==> src/rtl/mcu_reg_spi_if.sv <==
// SPI pin bundle between the board MCU (master) and the FPGA register port (slave).
// Signalling: no valid/ready; cs_n low frames a transfer, mosi sampled on sclk rise, miso changes on sclk fall.
interface mcu_reg_spi_if;
    logic spi_sclk;
    logic spi_cs_n;
    logic spi_mosi;
    logic spi_miso;
    logic spi_miso_oe;

    modport master (
        output spi_sclk,
        output spi_cs_n,
        output spi_mosi,
        input  spi_miso,
        input  spi_miso_oe
    );

    modport slave (
        input  spi_sclk,
        input  spi_cs_n,
        input  spi_mosi,
        output spi_miso,
        output spi_miso_oe
    );
endinterface

==> src/rtl/mcu_reg_spi.sv <==
// Mode-0 SPI slave that turns MCU frames into 12-bit register writes (with a toggle strobe)
// and returns a 32-bit status snapshot or ID word on reads. Pins are oversampled in the clk domain.
module mcu_reg_spi #(
    parameter int          SYNC_STAGES = 2,
    parameter logic [31:0] ID_WORD     = 32'hFCA7_0001
) (
    input  logic              clk,
    input  logic              cpu_reset,
    mcu_reg_spi_if.slave      spi,
    input  logic [31:0]       status_reg,
    output logic [11:0]       wr_reg,
    output logic [3:0]        wr_reg_addr,
    output logic              wr_reg_changed,
    output logic [2:0]        state_o
);

    typedef enum logic [2:0] {
        IDLE  = 3'd0,
        CMD   = 3'd1,
        WDATA = 3'd2,
        RDATA = 3'd3,
        DROP  = 3'd4
    } state_t;

    logic [SYNC_STAGES-1:0] sclk_sync_q, cs_sync_q, mosi_sync_q;
    logic                   sclk_last_q, cs_last_q;
    logic                   sclk_s, cs_s, mosi_s;
    logic                   rise, fall, cs_rise, cs_fall;

    state_t      state_q;
    logic [5:0]  cnt_q;
    logic [15:0] sh_q;
    logic [15:0] sh_next;
    logic [3:0]  addr_q;
    logic [31:0] rd_sh_q;
    logic        miso_q, oe_q;
    logic [11:0] wr_reg_q;
    logic [3:0]  wr_addr_q;
    logic        tog_q;

    // cs_n chain resets to 0 ("selected") so a frame already in progress when reset
    // drops cannot look like a fresh falling edge; a real high must be seen first.
    always_ff @(posedge clk or posedge cpu_reset) begin
        if (cpu_reset) begin
            sclk_sync_q <= '0;
            cs_sync_q   <= '0;
            mosi_sync_q <= '0;
            sclk_last_q <= 1'b0;
            cs_last_q   <= 1'b0;
        end else begin
            sclk_sync_q <= {sclk_sync_q[SYNC_STAGES-2:0], spi.spi_sclk};
            cs_sync_q   <= {cs_sync_q[SYNC_STAGES-2:0], spi.spi_cs_n};
            mosi_sync_q <= {mosi_sync_q[SYNC_STAGES-2:0], spi.spi_mosi};
            sclk_last_q <= sclk_sync_q[SYNC_STAGES-1];
            cs_last_q   <= cs_sync_q[SYNC_STAGES-1];
        end
    end

    assign sclk_s  = sclk_sync_q[SYNC_STAGES-1];
    assign cs_s    = cs_sync_q[SYNC_STAGES-1];
    assign mosi_s  = mosi_sync_q[SYNC_STAGES-1];
    assign rise    = sclk_s & ~sclk_last_q;
    assign fall    = ~sclk_s & sclk_last_q;
    assign cs_rise = cs_s & ~cs_last_q;
    assign cs_fall = ~cs_s & cs_last_q;
    assign sh_next = {sh_q[14:0], mosi_s};

    // cs_n edges are tested first so a coincident sclk rise is dropped.
    always_ff @(posedge clk or posedge cpu_reset) begin
        if (cpu_reset) begin
            state_q   <= IDLE;
            cnt_q     <= '0;
            sh_q      <= '0;
            addr_q    <= '0;
            rd_sh_q   <= '0;
            miso_q    <= 1'b0;
            oe_q      <= 1'b0;
            wr_reg_q  <= '0;
            wr_addr_q <= '0;
            tog_q     <= 1'b0;
        end else if (cs_rise) begin
            state_q <= IDLE;
            miso_q  <= 1'b0;
            oe_q    <= 1'b0;
        end else if (state_q == IDLE) begin
            if (cs_fall) begin
                state_q <= CMD;
                cnt_q   <= '0;
                miso_q  <= 1'b0;
                oe_q    <= 1'b1;
            end
        end else if (rise) begin
            cnt_q <= (cnt_q == 6'd40) ? 6'd40 : cnt_q + 6'd1;
            sh_q  <= sh_next;
            case (state_q)
                CMD: if (cnt_q == 6'd7) begin
                    addr_q <= sh_next[3:0];
                    if (sh_next[7]) begin
                        state_q <= WDATA;
                    end else begin
                        state_q <= RDATA;
                        rd_sh_q <= (sh_next[3:0] == 4'hF) ? ID_WORD : status_reg;
                    end
                end
                WDATA: if (cnt_q == 6'd23) begin
                    wr_reg_q  <= sh_next[11:0];
                    wr_addr_q <= addr_q;
                    tog_q     <= ~tog_q;
                    state_q   <= DROP;
                end
                RDATA: if (cnt_q == 6'd39) begin
                    state_q <= DROP;
                    miso_q  <= 1'b0;
                end
                default: ;
            endcase
        end else if (fall && state_q == RDATA) begin
            // Shifting zeros in makes MISO hold 0 once all 32 bits are out.
            miso_q  <= rd_sh_q[31];
            rd_sh_q <= {rd_sh_q[30:0], 1'b0};
        end
    end

    assign spi.spi_miso    = miso_q;
    assign spi.spi_miso_oe = oe_q;
    assign wr_reg          = wr_reg_q;
    assign wr_reg_addr     = wr_addr_q;
    assign wr_reg_changed  = tog_q;
    assign state_o         = state_q;

endmodule
==> src/flat_wrapper.sv <==
// flat-port wrapper written by rule: the top's interface ports become plain ports
module mcu_reg_spi_flat 
#(
    parameter int          SYNC_STAGES = 2,
    parameter logic [31:0] ID_WORD     = 32'hFCA7_0001
)
  (clk, cpu_reset, status_reg, wr_reg, wr_reg_addr, wr_reg_changed, state_o, spi_spi_sclk, spi_spi_cs_n, spi_spi_mosi, spi_spi_miso, spi_spi_miso_oe);
  mcu_reg_spi_if spi_i ();
  input  logic clk;
  input  logic cpu_reset;
  input  logic [31:0] status_reg;
  output logic [11:0] wr_reg;
  output logic [3:0] wr_reg_addr;
  output logic wr_reg_changed;
  output logic [2:0] state_o;
  input wire logic [$bits(spi_i.spi_sclk)-1:0] spi_spi_sclk;
  input wire logic [$bits(spi_i.spi_cs_n)-1:0] spi_spi_cs_n;
  input wire logic [$bits(spi_i.spi_mosi)-1:0] spi_spi_mosi;
  output wire logic [$bits(spi_i.spi_miso)-1:0] spi_spi_miso;
  output wire logic [$bits(spi_i.spi_miso_oe)-1:0] spi_spi_miso_oe;
  assign spi_i.spi_sclk = spi_spi_sclk;
  assign spi_i.spi_cs_n = spi_spi_cs_n;
  assign spi_i.spi_mosi = spi_spi_mosi;
  assign spi_spi_miso = spi_i.spi_miso;
  assign spi_spi_miso_oe = spi_i.spi_miso_oe;
  mcu_reg_spi #(.SYNC_STAGES(SYNC_STAGES), .ID_WORD(ID_WORD)) u_core (.clk(clk), .cpu_reset(cpu_reset), .spi(spi_i), .status_reg(status_reg), .wr_reg(wr_reg), .wr_reg_addr(wr_reg_addr), .wr_reg_changed(wr_reg_changed), .state_o(state_o));
endmodule
==> config.mk <==
export PLATFORM = sky130hd
export DESIGN_NAME = mcu_reg_spi_flat
export DESIGN_NICKNAME = d
export VERILOG_FILES = /design/src/rtl/mcu_reg_spi_if.sv /design/src/rtl/mcu_reg_spi.sv /design/src/flat_wrapper.sv
export SDC_FILE = /design/constraint.sdc
export NUM_CORES = 1
export LEC_CHECK = 0
export CELL_PAD_IN_SITES_DETAIL_PLACEMENT = 1
export CELL_PAD_IN_SITES_GLOBAL_PLACEMENT = 1
export CORE_ASPECT_RATIO = 0.7
export CORE_MARGIN = 3
export CORE_UTILIZATION = 45
export DETAILED_ROUTE_END_ITERATION = 6
export DONT_BUFFER_PORTS = 1
export PLACE_DENSITY = 0.77
export SLEW_MARGIN = 25
export SYNTH_ARGS = -nofsm -noshare
export SYNTH_HDL_FRONTEND = slang
export SYNTH_SLANG_ARGS = --single-unit
==> constraint.sdc <==
create_clock -name clk -period 5.6 [get_ports clk]
set_input_delay 1.12 -clock clk [delete_from_list [all_inputs] [get_ports clk]]
set_output_delay 1.12 -clock clk [all_outputs]
set_load 0.01 [all_outputs]
# Word level (Yosys, flattened, before mapping)
# Cells that the tools add are included.
[op_classes] addsub=1 n_reduce_logical=17 eq_ne=18 bitwise_logic=11 mux=29
[ops] cell="32-bit two-way mux" n=6
[ops] cell="6-bit two-way mux" n=4
[ops] cell="3-bit two-way mux" n=7
[ops] cell="6-bit == test, second input constant" n=2
[ops] cell="4-bit by 1-bit != test with 1-bit output, second input constant" n=3
[ops] cell="6-bit AND reduction" n=2
[ops] cell="1-bit two-way mux" n=11
[ops] cell="5-bit AND reduction" n=2
[ops] cell="3-bit one-hot mux with 3 select lines" n=1
[ops] cell="4-bit != test, second input constant" n=2
[ops] cell="2-bit nonzero test" n=4
[ops] cell="1-bit inverter" n=7
[ops] cell="6-bit by 1-bit adder with 6-bit output, second input constant" n=1
[ops] cell="3-bit by 2-bit == test with 1-bit output, second input constant" n=2
[ops] cell="6-bit by 3-bit == test with 1-bit output, second input constant" n=1
[ops] cell="6-bit by 5-bit == test with 1-bit output, second input constant" n=1
[ops] cell="2-bit != test, second input constant" n=3
[ops] cell="3-bit AND reduction" n=2
[ops] cell="5-bit nonzero test" n=1
[ops] cell="1-bit bitwise AND" n=4
[ops] cell="4-bit == test, second input constant" n=1
[ops] cell="4-bit AND reduction" n=1
[ops] cell="4-bit nonzero test" n=1
[ops] cell="3-bit by 1-bit == test with 1-bit output, second input constant" n=1
[ops] cell="other kinds (6)" n=6
[word_totals] inputBits=37 reg_bits=83 output_inout_bits=22

# Depth between registers and ports, before layout
[depth] depth_word=7 depth_mapped=8 depth_no_buf=6

# Worst setup path after synthesis
# OpenSTA, ideal clock, no wires.
[synth_path] kind="register to register" startpoint="reg u_core.cs_last_q" endpoint="reg u_core.wr_reg_q[0], in the netlist u_core.wr_reg[0]" period_less_slack_ps=2100 t_required_ps=5475 path_buffers=3 setup_slack_ps=3500 arrival_ps=1975 setup_time_ps=125 stages_incl_launch_ff=9 cell_sequence="dfrtp_1 inv_1 ha_1 clkbuf_1 nor3_4 and3_1 buf_2 buf_6 mux2_2"
[synth_via] elab_chain_len=4
[synth_rtl] element="start: declaration" line_no="mcu_reg_spi.sv:26" source="logic sclk_last_q, cs_last_q;"
[synth_rtl] element="start signal: assignment" line_no="mcu_reg_spi.sv:55" source="cs_last_q <= cs_sync_q[SYNC_STAGES-1];"
[synth_rtl] element="1-bit inverter" line_no="mcu_reg_spi.sv:64" source="assign cs_rise = cs_s & ~cs_last_q;"
[synth_rtl] element="1-bit bitwise AND" line_no="mcu_reg_spi.sv:64"
[synth_rtl] element="1-bit inverter (no source line)"
[synth_rtl] element="5-bit AND reduction (no source line)"
[synth_rtl] element="end signal: assignment" line_no="mcu_reg_spi.sv:106" source="wr_reg_q <= sh_next[11:0];"
[synth_rtl] element="end: declaration" line_no="mcu_reg_spi.sv:37" source="logic [11:0] wr_reg_q;"
# No other way between the ends.
# A chain may end at the register's enable or synchronous reset.

# Worst setup path after layout
[layout_path] startpoint="reg u_core.sclk_last_q" endpoint="reg u_core.wr_reg_q[2], in the netlist u_core.wr_reg[2]"
[layout_via] elab_chain_len=3
[layout_rtl] element="start: declaration" line_no="mcu_reg_spi.sv:26"
[layout_rtl] element="start signal: assignment" line_no="mcu_reg_spi.sv:54" source="sclk_last_q <= sclk_sync_q[SYNC_STAGES-1];"
[layout_rtl] element="1-bit inverter" line_no="mcu_reg_spi.sv:62" source="assign rise = sclk_s & ~sclk_last_q;"
[layout_rtl] element="1-bit bitwise AND" line_no="mcu_reg_spi.sv:62"
[layout_rtl] element="5-bit AND reduction (no source line)"
# No other way between the ends.

==> results.ini <==
[status]
status = finished, final reports clean

[place]
portBuffers = 0
dp_hpwl_microns = 5440
gp_congestion = 0.806
dp.cells = 383

[layout]
final_layout_size_suffix_gt1_frac = 0.199
fin_nets = 334
layoutNonFillerInstCount = 399
fillers = 813
syn2layout_area_growth_pct = 9.01
largest_register_ffs = 32
final_util = 0.514

[clocking]
htreeDepth = 3
cts_buffers = 9
clockBufferDepth = 2
cts_resized = 0
clkTransAtPathRegs_ns = 0.06
cts_tree = yes
holdBufCountCts = 0
cts-root-buf = clkbuf_16
cts_sinks = 83
cts_setup_buffers = 0
clkLatencyLatePin_ns = 0.34

[global_routing]
grt_pass1_vias = 2550
use_met3 = 0.0838
grt_use_met1 = 0.254
grt_max_degree = 43
antenna_found_initial = 1
top_usage_layer = met1
gr-total-overflow = 0
grt_pass1_wl_microns = 13600
use_met2 = 0.252
grt_usage = 0.180

[pwr]
p_per_area_nw_per_um2 = 335
max-vdd-ir-drop_mv = 0.211
p_leak_uw = 0.00196

[synthesis]
synth_top_family_by_area = multiplexers
synthXorXnorAreaFrac = 0.00231
synthAdderAreaFrac = 0.0132
synth_compound_area_frac = 0.129
synth_cells = 298
synthMuxAreaShare = 0.183
synth_fp_nets = 339
synth_edf_count = 0
ys.flop_type = dfrtp_1
async_reset_ff_frac = 1.00
ys_seq_elements = 83
ys_seq_area_frac = 0.548
synth_area_per_cell_sq_um = 12.7
synthSimpleGateAreaFrac = 0.0762
synth.yosys.warnings = 0
synth_cell_types = 48
synth_area_sq_um = 3790

[route]
firstDrtPassIters = 4
drt-initial-drc-count = 70
vias = 2364
antenna_left = 0
drc_errors = 0
via_per_inst = 5.92
wirelength_microns = 7920
avgRoutedWirePerCell_microns = 19.8

[critical_path]
rrSetupSlack_ns = 2.35
crit_path_start_kind = flop
cp_max_fo = 25
crit_path_end_kind = flop
cp.required_ns = 5.83
slowest_delay_ns = 0.85
crit_chain = nand2b_1, nor3_4, and3_1, mux2_2
cpMaxStageDelayCell = nor3_4
critPathKind = flop to flop
worstPathArrival_ns = 3.47

[sta]
max_slew_margin = 0.304
setup_tns_ns = 0
hold_viol = 0
post-route-period-util = 0.580
finalSetupViolCount = 0
tightest_slew_ns = 1.04
fmax_ghz = 0.308
rsz0062_at_grt = no
fin_skew_ns = 0.00648
drv_slew = 0
finalCriticalPeriod_ns = 3.25

[die]
initial_core_util = 0.472
io_pins = 59
die_area_sq_um = 9580
core_area_sq_um = 8040
row_count = 27
die_h_microns = 82.8
die_w_microns = 116

[flow_run]
cap_violations = 0

[worst_hold_path]
hold_class = flop to flop

==> Yosys cell counts, types with 4 or more instances <==
cell | count | area, sq um
a21oi_1 | 4 | 20.0
a22o_1 | 21 | 184
buf_2 | 6 | 30.0
clkbuf_1 | 9 | 33.8
dfrtp_1 | 83 | 2080
ha_1 | 4 | 50.1
inv_1 | 20 | 75.1
mux2_1 | 18 | 203
mux2_2 | 33 | 372
mux2i_1 | 12 | 120
nand2_1 | 4 | 15.0
nand2b_1 | 8 | 50.1
nand3_1 | 4 | 20.0
nor2_1 | 5 | 18.8
o21ai_0 | 10 | 50.1
o22ai_1 | 12 | 75.1
==> metrics by stage <==
step                      cell area, sq um  hold WS, ns  total power (uW)  worst slack, ns
final                                 4130        0.347              1390             2.35
after global routing                  4130        0.356              1450             2.18
after CTS                             4130        0.348              1400             2.34
after detailed placement              3840        0.337               811             2.36
after global placement                3840        0.332               803             2.50
after floorplan                       3790        0.331               772             2.34
==> final timing paths <==
kind,start,to,cells past startpoint
setup / recovery,u_core.sclk_last_q,u_core.wr_reg[2],4
hold / removal,u_core.sclk_sync_q[0],u_core.sclk_sync_q[1],0
setup reg to reg,u_core.sclk_last_q,u_core.wr_reg[2],4
hold reg to reg,u_core.sclk_sync_q[0],u_core.sclk_sync_q[1],0
max in group asynchronous,cpu_reset,u_core.spi.spi_miso_oe,2
min in group asynchronous,cpu_reset,u_core.addr_q[2],1
==> metal layers <==
metal / wire, microns / part of all wire
met2: 3450 / 0.44
met4: 126 / 0.016
met3: 511 / 0.065
met1: 3830 / 0.48
met5: 0 / 0
==> cells by family after synthesis <==
| group | Yosys count |
|---|---|
| buffers and inverters | 40 |
| XOR/XNOR | 1 |
| flip-flops | 83 |
| adder cells (fa/ha/maj) | 4 |
| multiplexers | 63 |
| AO/OA/AOI/OAI | 65 |
| AND/OR/NAND/NOR | 42 |
==> placed cells by master, fill, tap and decap left out, drive strengths merged, types with 2 or more instances in the layout <==
master,n
dfrtp,83
mux2,51
a22o,21
inv,20
o22ai,12
mux2i,12
o21ai,10
clkbuf,10
nand2b,8
nor2,5
nand3,4
a21oi,4
nand2,4
ha,4
buf,4
nor3,4
o31ai,3
and3b,2
nor3b,2
o2111ai,2
nand4b,2
and3,2
a31oi,2
o32ai,2
clkinvlp,2
clkinv,2
==> power breakdown <==
part	leakage [uW]	switching, uW	total [uW]	internal (uW)
combinational	0.000760	71.7	125	53.3
clock	0.000135	242	587	345
sequential	0.00107	43.8	675	631
==> critical path, delay by kind of cell (launching register included) <==
family        cells  cell delay [ns]
flops             1             0.41
mux               1             0.41
simple gates      3             2.30
==> final cells by class <==
cell class / instances / area (sq um) / share of cell area
antenna: 1 / 2.50 / 0.000605
clock buffer: 10 / 229 / 0.0554
clock inverter: 5 / 62.6 / 0.0151
inverter: 20 / 76.3 / 0.0185
multi-input combinational: 175 / 1530 / 0.370
sequential: 83 / 2080 / 0.502
tap: 101 / 126 / 0.0306
timing repair buffer: 4 / 30.0 / 0.00726
Power figures use the tool's default switching activity.
==> patch (same settings) <==
`SYNC_STAGES` is set to 2 in 2 places; all go to 4.
--- a/src/rtl/mcu_reg_spi.sv
+++ b/src/rtl/mcu_reg_spi.sv
@@ -2,5 +2,5 @@
 // and returns a 32-bit status snapshot or ID word on reads. Pins are oversampled in the clk domain.
 module mcu_reg_spi #(
-    parameter int          SYNC_STAGES = 2,
+    parameter int          SYNC_STAGES = 4,
     parameter logic [31:0] ID_WORD     = 32'hFCA7_0001
 ) (
--- a/src/flat_wrapper.sv
+++ b/src/flat_wrapper.sv
@@ -2,5 +2,5 @@
 module mcu_reg_spi_flat 
 #(
-    parameter int          SYNC_STAGES = 2,
+    parameter int          SYNC_STAGES = 4,
     parameter logic [31:0] ID_WORD     = 32'hFCA7_0001
 )
Formal check against the unedited RTL: same outputs for any inputs over 4 cycles, from zero or initial values and one cycle with cpu_reset high; that may be too few to reach the edited logic, so the function may still have changed.
==> patch against the unedited design <==
Power rose by 11%; clock power up 3%; setup slack gained 0.13 ns; fmax is 4.1% higher; design area increased by 7.2%; combinational power grew 40%; count of clock-buffer cells in the layout stayed put; wire length rose by 6.9%; area after synthesis is 6.2% higher; sequential cell count rose by 6; sequential share of layout area hardly changed; die area up 5.8%; critical path type unchanged; critical endpoint is now u_core.wr_reg[1].
==> patch: results (changes against the unedited design) <==
[clock_network]
htreeDepth = 3  ; unchanged
cts_root_buf = clkbuf_16  ; unchanged
numCtsBuffers = 9  ; unchanged
holdBufCountCts = 0  ; unchanged
cts_setup_buffers = 0  ; unchanged
clkLatencyLatePin_ns = 0.34  ; about the same
path_clk_slew_ns = 0.06  ; about the same
cts_resized = 0  ; unchanged
clock_path_buffers = 2  ; unchanged

[critical_path]
timing.rr.start = u_core.sclk_last_q  ; unchanged
crit_arrival_ns = 3.34  ; was 3.47 ns
crit_path_max_fanout = 22  ; was 25
rr_worst_depth = 6  ; was 4
reg2reg_slack_ns = 2.48  ; was 2.35 ns
critPathLaunchType = register  ; unchanged
r2r_end = u_core.wr_reg[1]  ; was u_core.wr_reg[2]

[routing]
first_pass_iters = 4  ; unchanged
wl_met2_um = 3950  ; was 3450 µm
drt_iter0_drc = 98  ; was 70
num_vias = 2657  ; was 2364
dr_wl_met3_um = 414  ; was 511 µm
highest_layer = met4  ; unchanged
avgRoutedWirePerCell_um = 17.2  ; was 19.8 µm
wl_met1_um = 4000  ; was 3830 µm

[layout]
num-fill-cells = 924  ; was 813
drive_gt1_share_pct = 22.0  ; was 19.9%
diodes = 0  ; was 1
fin_nets = 410  ; was 334
largest_register_ffs = 32  ; unchanged

[placed_design]
io_buffers = 0  ; unchanged
dpl_cell_area_um2 = 4090  ; was 3840 µm²
gp_congestion = 0.794  ; was 0.806
hpwlAfterDp_um = 5870  ; was 5440 µm

[run_status]
status = completed  ; unchanged

[yosys]
synth-main-ff-cell = dfrtp_1  ; unchanged
ys_types = 41  ; was 48
seq_area_frac_synth_pct = 55.3  ; was 54.8%
ys_top_cells_by_area = dfrtp_1 (55%), mux2_2 (14%), nand2_1 (8.9%)  ; was dfrtp_1 (55%), mux2_2 (9.8%), mux2_1 (5.3%)
async_flop_share_pct = 100  ; unchanged
synth_nets = 416  ; was 339
synth_common_cells = nand2_1 (96), dfrtp_1 (89), mux2_2 (51), nand3_1 (22), o21ai_0 (18)  ; was dfrtp_1 (83), mux2_2 (33), a22o_1 (21), inv_1 (20), mux2_1 (18)
ys_warn_count = 0  ; unchanged

[sta]
max-slew-margin-rel_pct = 36.6  ; was 30.4%
clock_skew_ns = 0.00787  ; was 0.00648 ns

[global_route]
grt_antenna_before_repair = 0  ; was 1
grt_pass1_vias = 2831  ; was 2550
grt_max_degree = 55  ; was 43
grt_util_all_layers_pct = 18.1  ; was 18.0%
grt_pass1_wl_um = 14600  ; was 13600 µm

[hold_path]
hold_class = register to register  ; unchanged
hold_end = u_core.sclk_sync_q[3]  ; was u_core.sclk_sync_q[1]
hold-path-cell-count = 0  ; unchanged
min_from = u_core.sclk_sync_q[2]  ; was u_core.sclk_sync_q[0]

[power_and_ir_drop]
ir_drop_mv = 0.318  ; was 0.211 mV
p_leak_nw = 2.22  ; was 1.96 nW
netSwitchingPower_w = 0.000424  ; was 0.000357 W

==> patch: cell count changes after synthesis, sizes merged, moves of 4 or more <==
cell	unedited run	this run
o22ai	12	1
o21ai	10	18
inv	20	12
a22o	21	0
dfrtp	83	89
clkbuf	10	17
buf	10	6
mux2i	12	2
nand3	4	22
nand2	4	96
==> patch: cell families (layout without fill, tap and decap cells) <==
family	Yosys count	count (layout)	share of synthesized area, %
AND/OR/NAND/NOR	153	153	17.9
flip-flops	89	89	55.3
multiplexers	53	53	14.8
AO/OA/AOI/OAI	40	40	6.58
buffers and inverters	35	33	4.07
adder cells (fa/ha/maj)	4	4	1.24
XOR/XNOR	1	1	0.217
==> patch: worst max path at each step <==
stage                       startpoint                    end  slack [ns]
finish              u_core.sclk_last_q       u_core.wr_reg[1]        2.48
global route        u_core.sclk_last_q  u_core.wr_reg_addr[3]        2.27
CTS                 u_core.sclk_last_q       u_core.wr_reg[1]        2.18
detailed placement  u_core.sclk_last_q       u_core.wr_reg[1]        2.20
global placement    u_core.sclk_last_q  u_core.wr_reg_addr[0]        2.30
floorplan                    cpu_reset       u_core.addr_q[0]        2.17
==> patch: metrics by stage <==
| step | utilization, % | std cells | worst slack (ns) | hold slack [ns] | power, W |
|---|---|---|---|---|---|
| floorplan | - | 375 | 2.17 | 0.331 | 0.000891 |
| finish | 51.6 | 493 | 2.48 | 0.349 | 0.00154 |
| detailed placement | 47.7 | 476 | 2.20 | 0.337 | 0.000954 |
| global route | 51.6 | 493 | 2.27 | 0.359 | 0.00163 |
| CTS | 51.2 | 491 | 2.18 | 0.352 | 0.00157 |
| global placement | 47.7 | 476 | 2.30 | 0.331 | 0.000941 |
==> patch: per-layer routing <==
layer / vias up / global-route usage, %
met4: 0 / 5.36
met2: 46 / 27.8
met5: - / 0
met3: 9 / 5.80
li1: 1262 / -
met1: 1340 / 24.7
==> patch: power groups by stage <==
stage / logic, W / clock network, W / registers, W
2_1_floorplan: 0.000143 / 0 / 0.000747
3_3_place_gp: 0.000168 / 0 / 0.000774
3_5_place_dp: 0.000177 / 0 / 0.000777
4_1_cts: 0.000178 / 0.000625 / 0.000766
5_1_grt: 0.000203 / 0.000657 / 0.000773
6_report: 0.000175 / 0.000605 / 0.000765
==> patch: cell type report <==
cell class	instances	area share [%]
Inverter	12	1.07
Tap cell	120	3.39
Clock inverter	5	1.41
Sequential cell	89	50.3
Clock buffer	10	5.39
Timing Repair Buffer	6	1.47
Multi-Input combinational cell	251	37.0
==> patch: worst max-delay path, cell delays in order, from the launching register on <==
cell	delay, ns
dfrtp_1	0.40
nand2b_1	0.46
buf_4	0.38
or3_1	0.56
nor4_4	0.54
buf_4	0.29
mux2_2	0.36
